### config.mk
export PLATFORM = sky130hd
export DESIGN_NAME = hazard_ctrl_unit_flat
export DESIGN_NICKNAME = d
export VERILOG_FILES = /design/src/rtl/hazard_ctrl_unit_pkg.sv /design/src/rtl/hazard_ctrl_unit_if.sv /design/src/rtl/hazard_ctrl_unit_sat_counter.sv /design/src/rtl/hazard_ctrl_unit.sv /design/src/flat_wrapper.sv
export SDC_FILE = /design/constraint.sdc
export NUM_CORES = 1
export LEC_CHECK = 0
export CAP_MARGIN = 20
export CORE_UTILIZATION = 44
export DETAILED_ROUTE_END_ITERATION = 8
export PLACE_DENSITY = 0.77
export SLEW_MARGIN = 20
export SYNTH_ARGS = -nofsm -noshare
export SYNTH_HDL_FRONTEND = slang
export SYNTH_SLANG_ARGS = --single-unit
export TNS_END_PERCENT = 30
### constraint.sdc
create_clock -name clk -period 1.6 [get_ports clk]
set_input_delay 0.32 -clock clk [delete_from_list [all_inputs] [get_ports clk]]
set_output_delay 0.32 -clock clk [all_outputs]
set_load 0.005 [all_outputs]
### src/rtl/hazard_ctrl_unit_pkg.sv
// Shared pipeline types for the hazard control unit.
// Holds the FSM encoding, register address width and the control bundle.
package hazard_ctrl_unit_pkg;

    localparam int REG_ADDR_W = 5;

    typedef enum logic [1:0] {
        RUN      = 2'd0,
        REDIRECT = 2'd1,
        MEM_WAIT = 2'd2
    } hz_state_e;

    typedef struct packed {
        logic pc_write;
        logic ifid_write;
        logic if_flush;
        logic idex_flush;
        logic exmem_hold;
    } hz_ctl_t;

endpackage

### src/rtl/hazard_ctrl_unit_if.sv
// Pipeline-side signal bundle of the hazard control unit.
// master = pipeline datapath, slave = hazard unit.
interface hazard_ctrl_unit_if #(
    parameter int CNT_W = 16
);
    import hazard_ctrl_unit_pkg::*;

    logic                  IDEX_MemRead;
    logic [REG_ADDR_W-1:0] IDEX_rd;
    logic [REG_ADDR_W-1:0] IFID_rs1;
    logic [REG_ADDR_W-1:0] IFID_rs2;
    logic                  IFID_use_rs1;
    logic                  IFID_use_rs2;
    logic                  EX_redirect;
    logic                  dmem_req;
    logic                  dmem_ready;
    logic                  PCWrite;
    logic                  IFIDWrite;
    logic                  IF_flush;
    logic                  IDEX_flush;
    logic                  EXMEM_hold;
    logic                  mem_timeout;
    logic [CNT_W-1:0]      stall_count;
    logic [CNT_W-1:0]      flush_count;

    modport master (
        output IDEX_MemRead, IDEX_rd, IFID_rs1, IFID_rs2,
        output IFID_use_rs1, IFID_use_rs2, EX_redirect,
        output dmem_req, dmem_ready,
        input  PCWrite, IFIDWrite, IF_flush, IDEX_flush,
        input  EXMEM_hold, mem_timeout, stall_count, flush_count
    );

    modport slave (
        input  IDEX_MemRead, IDEX_rd, IFID_rs1, IFID_rs2,
        input  IFID_use_rs1, IFID_use_rs2, EX_redirect,
        input  dmem_req, dmem_ready,
        output PCWrite, IFIDWrite, IF_flush, IDEX_flush,
        output EXMEM_hold, mem_timeout, stall_count, flush_count
    );

endinterface

### src/rtl/hazard_ctrl_unit_sat_counter.sv
// Saturating up-counter with synchronous active-high reset.
// Sticks at all-ones instead of wrapping.
module sat_counter #(
    parameter int CNT_W = 16
) (
    input  logic             clk,
    input  logic             reset,
    input  logic             inc_i,
    output logic [CNT_W-1:0] count_o
);

    logic [CNT_W-1:0] count_q;
    logic [CNT_W-1:0] count_d;

    always_comb begin
        count_d = count_q;
        if (inc_i && !(&count_q)) begin
            count_d = count_q + 1'b1;
        end
    end

    always_ff @(posedge clk) begin
        if (reset) begin
            count_q <= '0;
        end else begin
            count_q <= count_d;
        end
    end

    assign count_o = count_q;

endmodule

### src/rtl/hazard_ctrl_unit.sv
// IF/ID hazard control: load-use stalls, EX redirects, data-memory waits.
// Mealy outputs from current state and inputs; saturating perf counters.
module hazard_ctrl_unit #(
    parameter int REDIRECT_CYCLES = 1,
    parameter int MEM_TIMEOUT     = 255,
    parameter int CNT_W           = 16
) (
    input logic clk,
    input logic reset,
    hazard_ctrl_unit_if.slave hz
);
    import hazard_ctrl_unit_pkg::*;

    localparam int TO_W = $clog2(MEM_TIMEOUT + 1);

    hz_state_e   state_q, state_d;
    logic [2:0]  redir_q, redir_d;
    logic [TO_W-1:0] to_q, to_d;
    logic        tmo_q, tmo_d;
    logic        lu;
    logic        memwait;
    hz_ctl_t     ctl;

    always_comb begin
        lu = hz.IDEX_MemRead && (hz.IDEX_rd != '0) &&
             ((hz.IFID_use_rs1 && (hz.IFID_rs1 == hz.IDEX_rd)) ||
              (hz.IFID_use_rs2 && (hz.IFID_rs2 == hz.IDEX_rd)));
        // A wait raised during REDIRECT also freezes; redir_q survives it.
        memwait = (state_q == MEM_WAIT) ||
                  (hz.dmem_req && !hz.dmem_ready);
    end

    always_comb begin
        state_d = state_q;
        redir_d = redir_q;
        to_d    = to_q;
        tmo_d   = tmo_q;
        ctl     = '{pc_write: 1'b1, ifid_write: 1'b1,
                    if_flush: 1'b0, idex_flush: 1'b0,
                    exmem_hold: 1'b0};
        if (reset) begin
            ctl = '{pc_write: 1'b0, ifid_write: 1'b0,
                    if_flush: 1'b1, idex_flush: 1'b1,
                    exmem_hold: 1'b0};
        end else if (memwait) begin
            ctl = '{pc_write: 1'b0, ifid_write: 1'b0,
                    if_flush: 1'b0, idex_flush: 1'b0,
                    exmem_hold: 1'b1};
            if (state_q != MEM_WAIT) begin
                state_d = MEM_WAIT;
                to_d    = TO_W'(1);
            end else if (hz.dmem_ready) begin
                state_d = (redir_q != '0) ? REDIRECT : RUN;
            end else if (to_q != TO_W'(MEM_TIMEOUT)) begin
                to_d = to_q + 1'b1;
            end
            if (to_d == TO_W'(MEM_TIMEOUT)) begin
                tmo_d = 1'b1;
            end
        end else if (hz.EX_redirect) begin
            ctl.if_flush   = 1'b1;
            ctl.idex_flush = 1'b1;
            if (REDIRECT_CYCLES > 1) begin
                state_d = REDIRECT;
                redir_d = 3'(REDIRECT_CYCLES - 1);
            end
        end else if (state_q == REDIRECT) begin
            ctl.if_flush = 1'b1;
            redir_d      = redir_q - 1'b1;
            if (redir_q == 3'd1) begin
                state_d = RUN;
            end
        end else if (lu) begin
            ctl.pc_write   = 1'b0;
            ctl.ifid_write = 1'b0;
            ctl.idex_flush = 1'b1;
        end
    end

    always_ff @(posedge clk) begin
        if (reset) begin
            state_q <= RUN;
            redir_q <= '0;
            to_q    <= '0;
            tmo_q   <= 1'b0;
        end else begin
            state_q <= state_d;
            redir_q <= redir_d;
            to_q    <= to_d;
            tmo_q   <= tmo_d;
        end
    end

    sat_counter #(.CNT_W(CNT_W)) u_stall_cnt (
        .clk     (clk),
        .reset   (reset),
        .inc_i   (!ctl.pc_write),
        .count_o (hz.stall_count)
    );

    sat_counter #(.CNT_W(CNT_W)) u_flush_cnt (
        .clk     (clk),
        .reset   (reset),
        .inc_i   (ctl.if_flush),
        .count_o (hz.flush_count)
    );

    assign hz.PCWrite     = ctl.pc_write;
    assign hz.IFIDWrite   = ctl.ifid_write;
    assign hz.IF_flush    = ctl.if_flush;
    assign hz.IDEX_flush  = ctl.idex_flush;
    assign hz.EXMEM_hold  = ctl.exmem_hold;
    assign hz.mem_timeout = tmo_q;

endmodule

### src/flat_wrapper.sv
// flat-port wrapper written by rule: the top's interface ports become plain ports
module hazard_ctrl_unit_flat import hazard_ctrl_unit_pkg::*;
#(
    parameter int REDIRECT_CYCLES = 1,
    parameter int MEM_TIMEOUT     = 255,
    parameter int CNT_W           = 16
)
  (clk, reset, hz_IDEX_MemRead, hz_IDEX_rd, hz_IFID_rs1, hz_IFID_rs2, hz_IFID_use_rs1, hz_IFID_use_rs2, hz_EX_redirect, hz_dmem_req, hz_dmem_ready, hz_PCWrite, hz_IFIDWrite, hz_IF_flush, hz_IDEX_flush, hz_EXMEM_hold, hz_mem_timeout, hz_stall_count, hz_flush_count);
  hazard_ctrl_unit_if #(.CNT_W(CNT_W)) hz_i ();
  input logic clk;
  input logic reset;
  input wire logic [$bits(hz_i.IDEX_MemRead)-1:0] hz_IDEX_MemRead;
  input wire logic [$bits(hz_i.IDEX_rd)-1:0] hz_IDEX_rd;
  input wire logic [$bits(hz_i.IFID_rs1)-1:0] hz_IFID_rs1;
  input wire logic [$bits(hz_i.IFID_rs2)-1:0] hz_IFID_rs2;
  input wire logic [$bits(hz_i.IFID_use_rs1)-1:0] hz_IFID_use_rs1;
  input wire logic [$bits(hz_i.IFID_use_rs2)-1:0] hz_IFID_use_rs2;
  input wire logic [$bits(hz_i.EX_redirect)-1:0] hz_EX_redirect;
  input wire logic [$bits(hz_i.dmem_req)-1:0] hz_dmem_req;
  input wire logic [$bits(hz_i.dmem_ready)-1:0] hz_dmem_ready;
  output wire logic [$bits(hz_i.PCWrite)-1:0] hz_PCWrite;
  output wire logic [$bits(hz_i.IFIDWrite)-1:0] hz_IFIDWrite;
  output wire logic [$bits(hz_i.IF_flush)-1:0] hz_IF_flush;
  output wire logic [$bits(hz_i.IDEX_flush)-1:0] hz_IDEX_flush;
  output wire logic [$bits(hz_i.EXMEM_hold)-1:0] hz_EXMEM_hold;
  output wire logic [$bits(hz_i.mem_timeout)-1:0] hz_mem_timeout;
  output wire logic [$bits(hz_i.stall_count)-1:0] hz_stall_count;
  output wire logic [$bits(hz_i.flush_count)-1:0] hz_flush_count;
  assign hz_i.IDEX_MemRead = hz_IDEX_MemRead;
  assign hz_i.IDEX_rd = hz_IDEX_rd;
  assign hz_i.IFID_rs1 = hz_IFID_rs1;
  assign hz_i.IFID_rs2 = hz_IFID_rs2;
  assign hz_i.IFID_use_rs1 = hz_IFID_use_rs1;
  assign hz_i.IFID_use_rs2 = hz_IFID_use_rs2;
  assign hz_i.EX_redirect = hz_EX_redirect;
  assign hz_i.dmem_req = hz_dmem_req;
  assign hz_i.dmem_ready = hz_dmem_ready;
  assign hz_PCWrite = hz_i.PCWrite;
  assign hz_IFIDWrite = hz_i.IFIDWrite;
  assign hz_IF_flush = hz_i.IF_flush;
  assign hz_IDEX_flush = hz_i.IDEX_flush;
  assign hz_EXMEM_hold = hz_i.EXMEM_hold;
  assign hz_mem_timeout = hz_i.mem_timeout;
  assign hz_stall_count = hz_i.stall_count;
  assign hz_flush_count = hz_i.flush_count;
  hazard_ctrl_unit #(.REDIRECT_CYCLES(REDIRECT_CYCLES), .MEM_TIMEOUT(MEM_TIMEOUT), .CNT_W(CNT_W)) u_core (.clk(clk), .reset(reset), .hz(hz_i));
endmodule
==> results of run 1 <==
==> cell type report <==
type / count / area, um2
timing repair buffer: 135 / 1170
clock buffer: 7 / 76.32
fill: 324 / 1104
clock inverter: 1 / 30.03
multi-input combinational: 235 / 1777
inverter: 7 / 28.78
sequential: 46 / 964.7
tap: 70 / 87.58
==> report_power, final <==
group / internal, mW / leakage [nW] / switching (mW)
clock: 0.468 / 0.0524 / 0.390
sequential: 1.17 / 0.388 / 0.0149
combinational: 0.228 / 1.50 / 0.202
total: 1.86 / 1.94 / 0.607
==> through the flow <==
stage | utilization | cell area [um2] | setup TNS [ns]
3_3_place_gp | 0.6894 | 3611 | -24.20
4_1_cts | 0.7365 | 3857 | -1.436
5_1_grt | 0.7893 | 4134 | -4.239
6_report | 0.7893 | 4134 | -1.778
3_5_place_dp | 0.6894 | 3611 | -26.35
2_1_floorplan | - | 2475 | -0.3545
==> worst reg2reg max path, stage by stage (launching register included) <==
cell	delay [ns]
dfxtp_2	0.34
inv_2	0.04
nand2_2	0.05
and4b_1	0.20
a211o_4	0.16
buf_8	0.12
nand2_8	0.07
or4_1	0.49
a21oi_1	0.20
==> cell families after synthesis <==
logic type | after synthesis
XOR/XNOR | 35
adder cells (fa/ha/maj) | 7
multiplexers | 4
flip-flops | 46
buffers and inverters | 17
AO/OA/AOI/OAI | 45
AND/OR/NAND/NOR | 144
==> registers in the layout, summed over array words and instances (netlist names) <==
name / flops
u_core.redir_q: 3
u_core.u_flush_cnt.count_o: 16
u_core.to_q: 8
u_core.u_stall_cnt.count_o: 16
u_core.state_q: 2
u_core.hz.mem_timeout: 1
==> Yosys cell counts (all sizes together), types with 4 or more instances <==
| cell type | n |
|---|---|
| a21oi | 14 |
| and3 | 9 |
| and4 | 6 |
| buf | 5 |
| clkbuf | 5 |
| dfxtp | 46 |
| ha | 6 |
| inv | 7 |
| nand2 | 28 |
| nand3 | 19 |
| nand4 | 9 |
| nor2 | 47 |
| nor3 | 6 |
| o21ai | 11 |
| or3 | 4 |
| xnor2 | 15 |
| xor2 | 20 |
==> how the worst max path moves through the flow <==
stage	startpoint	endpoint	slack [ns]	cells after the start
floorplan	hz_IDEX_rd[1]	hz_PCWrite	-0.08	7
global placement	hz_IDEX_rd[1]	hz_PCWrite	-0.87	7
detailed placement	hz_IDEX_rd[1]	hz_IFIDWrite	-0.91	7
CTS	u_core.state_q[1]$_SDFFE_PP0P_	hz_IFIDWrite	-0.16	6
global route	hz_IDEX_rd[2]	u_core.u_stall_cnt.count_o[13]$_SDFFE_PP0P_	-0.24	9
finish	hz_IDEX_rd[2]	u_core.u_stall_cnt.count_o[13]$_SDFFE_PP0P_	-0.20	9
==> placed cells by master (no fill, tap or decap), drive strengths merged, types with 4 or more instances in the layout <==
master,netlist,routed
a21oi,14,14
and3,9,9
and4,6,6
buf,5,95
clkbuf,5,7
clkdlybuf4s50,0,14
dfxtp,46,46
dlygate4sd2,0,8
dlymetal6s2s,0,17
ha,6,6
inv,7,7
nand2,28,28
nand3,19,19
nand4,9,9
nor2,47,47
nor3,6,6
o21ai,11,11
or3,4,4
xnor2,15,15
xor2,20,20
==> routing by layer <==
layer,GRT usage,vias up,routed length (um)
li1,-,1320,-
met1,0.2817,1332,3074
met2,0.4250,124,4044
met3,0.04881,19,515
met4,0.08269,0,176
met5,0,-,0
==> what timing repair did <==
item                       in CTS  in global routing
setup buffers                   9                  1
hold buffers                    0                  0
pin swaps                      51                 32
setup endpoints to repair      48                 67
gates resized for setup       131                 80
==> out/results.txt, run 1 <==
Synth Area in Adders: 0.03468
Tcrit/Tclk final: 1.126
CP Capture Type: flop
DRT antenna net count: 0
Synth cell types: 49
DR iter-0 viols: 190
Die area: 5879 um2
Max Slew Vio Count: 0
PwrDens: 597.0 nW/um2
Complex-gate fraction of the synthesized area: 0.1188
IO buf count: 60
# IOs: 61
Synth Flop Type: dfxtp_1
WP buf/inv: 2
N_diodes: 0
R2r startpoint: u_core.state_q[1]$_SDFFE_PP0P_
Worst-path clk slew: 0.09 ns
Leakage Power: 1.941 nW
Global-route wire length before repair: 11510 um
Final Setup Violations: 29
Post-synthesis sequential area ratio: 0.3753
Hold Path End: u_core.hz.mem_timeout$_SDFFE_PP0P_
Synth warn: 0
CTS max path bufs: 2
FP Rows: 26
Async SR Flop Fraction: 0
Worst hold path startpoint: u_core.hz.mem_timeout$_SDFFE_PP0P_
Critical-path cell list: buf_8 > xnor2_2 > nand4_1 > o22ai_2 > a211o_4 > buf_8 > nand2_8 > or4_1 > a21oi_1
Dominant cells by area after synthesis: dfxtp_1 38%, nor2_1 7.2%, xor2_1 7.1%, xnor2_1 5.4%, nand2_1 4.1%
Seq cells post-synth: 46
Max FO, Critical Path: 7
CP max stage delay: 0.49 ns
Hold Fails Final Rpt: 0
Post-Route WL: 7810 um
Area of the core: 5238 um2
Min Hold Slack: 0.4884 ns
Detailed Place HPWL: 4742 um
Post-Layout Cell Count: 501
CTS sink count: 46
Overall Power: 2.468 mW
Layout cell share with drive strength beyond 1: 0.4385
Post-Syn Area: 2454 um2
Mux contribution to synthesized area: 0.01734
R2r setup slk: -0.16 ns
Die X: 76.68 um
Failing checks: negative setup slack
Critical Path AT: 2.02 ns
Largest area contributor in the netlist: dfxtp_1
Post-Syn Nets: 327
Reg2Reg Capture Point: u_core.u_stall_cnt.count_o[13]$_SDFFE_PP0P_
Least-Margin Pin Slew: 0.3560 ns
Inst Count DP: 486
Area delta synth->final: 68.49%
Clock Tree Root: clkbuf_8
Die H: 76.68 um
CP dominant cell by count: buf_8
DP Worst Slack: -0.9136 ns
Post-synth EDFFs: 0
Hold Crit Class: reg2reg
Final WS setup: -0.2020 ns
Simple-Gate Fraction of Synth Area: 0.2973
H-tree depth: 2
Highest clock rate: 0.5549 GHz
Critical Path Slowest Stage Cell: or4_1
Drt wl/cell: 15.59 um
Vias per inst: 5.579
Gr usage total: 0.2386
Avg Cell Area, Syn: 8.234 um2
Max-cap viol count: 0
Slew Limit Headroom: 0.7627
Starting Density: 0.4685
Drt pass-1 iters: 4
Final #Nets: 459
Layout Skew: 0.005273 ns
Gr ovfl total: 0
Status: finished with violations
Yosys top cell area share: 0.3753
Worst-Skew Late Latency: 0.30 ns
Setup CP Type: in2reg
CTS Buf Count: 5
Placer Congestion: 0.9395
Family with the most delay on the worst path: simple AND/OR/NAND/NOR gates
Largest net degree at the start of global routing: 33
TritonCTS clock tree: done
Worst Reg-to-Reg Cells: 8
Critical Path RT: 1.82 ns
Hold path depth: 2
Via count: 2795
Xor/xnor share of the synthesized area: 0.1249
Main combinational cell family by area after synthesis: simple AND/OR/NAND/NOR gates
Max IR drop VDD: 0.0004400 V
DRC: 0
Worst setup SP type: primary input
Vias in the first global route: 2611
Initial antenna violation count: 0
Mapped Cells: 298
Unrepaired setup endpoints after global routing: true
Crit path time final: 1.802 ns
Note: power is estimated with default switching activity, not from simulation.
==> inputs of run 2 (changes only) <==
- CAP_MARGIN: 20 -> default
==> results of run 2 <==
No change in the layout: final DEF, timing and power equal those of run 1.
==> edit 1 (settings of run 2) <==
The 3 states of `hz_state_e` get a one-hot encoding in 3 bits.
--- a/src/rtl/hazard_ctrl_unit_pkg.sv
+++ b/src/rtl/hazard_ctrl_unit_pkg.sv
@@ -4,10 +4,10 @@
 
     localparam int REG_ADDR_W = 5;
 
-    typedef enum logic [1:0] {
-        RUN      = 2'd0,
-        REDIRECT = 2'd1,
-        MEM_WAIT = 2'd2
+    typedef enum logic [2:0] {
+        RUN      = 3'b001,
+        REDIRECT = 3'b010,
+        MEM_WAIT = 3'b100
     } hz_state_e;
 
     typedef struct packed {
Behaviour: same outputs for any inputs over 10 cycles, from zero or initial values and one cycle with reset high; not proved beyond that.
==> edit 1 against run 2 <==
- the flow still finishes with violations (negative setup slack)
- cell count up 9.6%
- sequential cell count is 1 higher
- area after synthesis grew 11%
- count of clock-buffer cells in the layout down 2
- final area grew 12%
- routed wire length increased by 16%
- worst setup slack got worse by 0.39 ns
- power fell by 1.6%
==> edit 1: results <==
set metrics [dict create \
    grt_pass1_vias 2884 \
    grt_pass1_wl_mm 13.0 \
    seq_share_pct 21.1 \
    drive_gt1_share_pct 44.1 \
    multi_input_gates 250 \
    dpl_worst_slack_ns -1.20 \
    synth_nets 355 \
    inverters_excl_clock 8 \
    synth_compound_area_share_pct 18.2 \
    wl_met2_mm 4.61 \
    signal_buffer_area_fraction_pct 32.3 \
    wl_met3_um 474 \
    avgViaCountPerCell 5.73 \
    crit_type "reg -> reg" \
    path_max_fanout 6 \
    final_nets 503 \
    grt_usage_pct 25.8 \
    skew_ns 0.00986 \
    max_slew_margin_pct 62.3 \
    min_from "reset" \
    fin_ws_ns -0.597 \
    rrSetupSlack_ns -0.60 \
    hold_depth 3 \
    synth_xor_area_share_pct 9.00 \
    fillers 385 \
    critPathCapture "u_core.u_stall_cnt.count_o[8]$_SDFFE_PP0P_" \
    outcome "finished, violations left" \
    met2_usage_pct 44.8 \
    p_sw_uw 667 \
    holdPathEnd "u_core.redir_q[2]$_SDFFE_PP0P_" \
    r2r-start "u_core.state_q[0]$_SDFFE_PP1P_" \
    synth_cell_types 50 \
    synth.area.mux_share_pct 1.47 \
    grt_max_degree 48 \
    port_buffers 60 \
    multiInputGateArea_sq_mm 0.00195 \
    setup_viol 48 \
    synth_fa_ha_area_share_pct 2.75 \
    globalRouteMet1Util_pct 30.7 \
    design.seq.count 47 \
    dpl-instance-area_sq_mm 0.00398 \
    pwr-share-seq_pct 49.5 \
    post_drt_wl_per_cell_um 16.6 \
    clkCellAreaFrac_pct 1.78 \
    cp.arrival_ns 2.43 \
    drt_iter0_drc 182 \
    hpwl_mm 5.35 \
    ys_top_cells_by_count "47 x dfxtp_1, 32 x nor2_1, 24 x a21oi_1" \
    cts_buffer_depth 2 \
    yosysSeqAreaShare_pct 34.5 \
    dieArea_sq_mm 0.00651 \
    signal_buffers 162 \
    met3_usage_pct 5.57 \
    pg_comb_uw 498 \
    violations "negative setup slack" \
]
-- edit 1: changes by cell type in the layout (fill, tap and decap cells not counted), sizes merged, moves of 4 or more --
| cell | before | now |
|---|---|---|
| xor2 | 20 | 15 |
| or4 | 3 | 12 |
| nor2 | 47 | 32 |
| nand4 | 9 | 14 |
| o31ai | 3 | 12 |
| dlygate4sd2 | 8 | 12 |
| nand2 | 28 | 19 |
| a21oi | 14 | 24 |
| and2 | 1 | 5 |
| buf | 95 | 109 |
-- edit 1: timing repair --
action | in CTS | in global routing
pin swaps | 38 | 28
setup buffers | 11 | 3
cloned | 1 | 2
setup endpoints to repair | 59 | 79
resized for setup | 93 | 87
-- edit 1: through the flow --
step	utilization (%)	cells	hold WS [ns]	TNS, ns	power (mW)
floorplan	-	326	0.448	-7.52	1.40
global placement	66.9	525	0.446	-32.29	1.60
detailed placement	66.9	525	0.455	-33.91	1.61
CTS	72.5	544	0.413	-17.93	2.39
global route	77.8	549	0.438	-22.56	2.52
finish	77.8	549	0.448	-20.01	2.43
==> edit 2 (settings of run 2) <==
Made on the original files. `MEM_TIMEOUT` is set to 255 in 2 places; all go to 510.
--- a/src/rtl/hazard_ctrl_unit.sv
+++ b/src/rtl/hazard_ctrl_unit.sv
@@ -2,7 +2,7 @@
 // Mealy outputs from current state and inputs; saturating perf counters.
 module hazard_ctrl_unit #(
     parameter int REDIRECT_CYCLES = 1,
-    parameter int MEM_TIMEOUT     = 255,
+    parameter int MEM_TIMEOUT     = 510,
     parameter int CNT_W           = 16
 ) (
     input logic clk,
--- a/src/flat_wrapper.sv
+++ b/src/flat_wrapper.sv
@@ -2,7 +2,7 @@
 module hazard_ctrl_unit_flat import hazard_ctrl_unit_pkg::*;
 #(
     parameter int REDIRECT_CYCLES = 1,
-    parameter int MEM_TIMEOUT     = 255,
+    parameter int MEM_TIMEOUT     = 510,
     parameter int CNT_W           = 16
 )
   (clk, reset, hz_IDEX_MemRead, hz_IDEX_rd, hz_IFID_rs1, hz_IFID_rs2, hz_IFID_use_rs1, hz_IFID_use_rs2, hz_EX_redirect, hz_dmem_req, hz_dmem_ready, hz_PCWrite, hz_IFIDWrite, hz_IF_flush, hz_IDEX_flush, hz_EXMEM_hold, hz_mem_timeout, hz_stall_count, hz_flush_count);
Function: no difference found for any inputs over 10 cycles, from zero or initial values and one cycle with reset high; that may be too few to reach the edited logic, so the function may still have changed.
==> edit 2 against run 2 <==
- the run still ends with negative setup slack left
- routed wire length grew 24%
- area after synthesis grew 14%
- sequential cell count grew 1
- fmax shrank 13%
- worst setup slack lost 0.27 ns
- power grew 3.4%
- final area grew 15%
- sequential share of layout area shrank 2.5 points
- critical path type is now reg -> reg
- largest cell class unchanged
- largest power group unchanged
==> edit 2: results <==
set metrics [dict create \
    worstMarginPinSlew_ns 0.397 \
    min_path_type "reg -> reg" \
    skew_ns 0.00929 \
    synth_nets 364 \
    fillers 385 \
    outcome "finished, violations left" \
    synthArstFlopShare_pct 0 \
    drive_gt1_share_pct 48.6 \
    fin_ws_ns -0.469 \
    setup_viol 38 \
    ys_top_cells_by_area "dfxtp_1 34%, nor2_1 5.0%, a21oi_1 4.8%, nand4_1 3.8%, xnor2_1 3.8%" \
    gp_congestion 0.862 \
    violations "negative setup slack" \
    final_cells 550 \
    syn_inst 334 \
    synth_cell_types 63 \
    holdPathEnd "u_core.hz.mem_timeout$_SDFFE_PP0P_" \
    drtPass1Iterations 7 \
    irDropWorstVdd_mv 0.413 \
    dp.cells 521 \
    grt_pass1_vias 2983 \
    post_drt_wl_per_cell_um 17.6 \
    grt_pass1_wl_mm 13.5 \
    ys_top_cells_by_count "47 x dfxtp_1, 37 x nor2_1, 27 x a21oi_1" \
    drt_iter0_drc 123 \
    cp.arrival_ns 2.31 \
    p_leak_nw 2.06 \
    yosysSeqAreaShare_pct 33.6 \
    grt_usage_pct 26.1 \
    path_max_fanout 6 \
    grt_max_degree 34 \
    final_nets 504 \
    cts_buffers 5 \
    routed-via-count 3251 \
    hpwl_mm 5.54 \
    min_from "u_core.hz.mem_timeout$_SDFFE_PP0P_" \
    clk_pin_slew_ns 0.09 \
    insertion_delay_ns 0.31 \
    rr_endpoint "u_core.u_stall_cnt.count_o[13]$_SDFFE_PP0P_" \
    antenna_found_initial 0 \
]
edit 2: layout make-up:
| class | instances | share of cell area, % |
|---|---|---|
| sequential | 47 | 20.9 |
| tap | 75 | 1.98 |
| clock buffer | 6 | 1.74 |
| multi-input combinational | 260 | 46.2 |
| inverter | 11 | 0.872 |
| timing repair buffer | 149 | 28.0 |
| clock inverter | 2 | 0.344 |
edit 2: kinds of logic (layout without fill, tap and decap cells):
group                      Yosys count  in the layout  synth area share (%)
muxes                                2              2                  1.07
and+or+nand+nor                    152            152                  31.0
DFF                                 47             47                  33.6
buffers and inverters               27            168                  5.58
adders and majority gates            8              8                  3.48
xor gates and xnor gates            24             24                  7.50
AOI/OAI and AO/OA                   74             74                  17.8
edit 2: worst max path at each step:
stage | start | end | cells after the start
after floorplan | hz_IDEX_rd[4] | hz_PCWrite | 6
after global placement | hz_IDEX_rd[4] | hz_PCWrite | 5
after detailed placement | hz_IDEX_rd[1] | u_core.u_stall_cnt.count_o[4]$_SDFFE_PP0P_ | 8
after CTS | u_core.state_q[1]$_SDFFE_PP0P_ | u_core.u_stall_cnt.count_o[6]$_SDFFE_PP0P_ | 8
after global routing | u_core.state_q[1]$_SDFFE_PP0P_ | u_core.u_stall_cnt.count_o[1]$_SDFFE_PP0P_ | 8
final | u_core.state_q[1]$_SDFFE_PP0P_ | u_core.u_stall_cnt.count_o[13]$_SDFFE_PP0P_ | 8
edit 2: repair_timing:
item,4_1_cts,5_1_grt
resized for setup,113,125
endpoints found under the setup margin,52,63
gates cloned,1,0
pin swaps,57,35
setup buffers,12,9
edit 2: metrics by stage:
stage          setup WS (ns)  cell area (sq um)  TNS, ns  util, %  hold WS (ns)
2_1_floorplan         -0.183               2890    -1.65        -         0.459
3_3_place_gp          -0.960               3960   -26.08     65.7         0.451
3_5_place_dp           -1.06               3960   -28.75     65.7         0.463
4_1_cts               -0.400               4300    -7.35     71.4         0.491
5_1_grt               -0.509               4730   -14.62     78.6         0.531
6_report              -0.469               4730   -11.78     78.6         0.481
edit 2: per-layer routing:
metal	part of all wire, %	up-vias	GRT usage (%)	wire length, um
li1	-	1506	-	-
met1	38	1567	29.3	3620
met2	52	131	47.3	5030
met3	5.7	47	5.00	553
met4	4.6	0	12.1	444
met5	0	-	0	0
edit 2: report_power, final:
part	leakage (nW)	internal, mW	switching (mW)	total (mW)
combinational	1.62	0.289	0.258	0.547
sequential	0.394	1.18	0.0207	1.20
clock	0.0474	0.354	0.447	0.801
edit 2: worst max-delay path, cell delays in order, from the launching register on:
cell and delay [ns]:
dfxtp_2 0.36, inv_2 0.06, a221oi_4 0.33, a311oi_4 0.15, buf_4 0.17, buf_6 0.13
buf_6 0.13, or4_4 0.52, a21oi_2 0.16
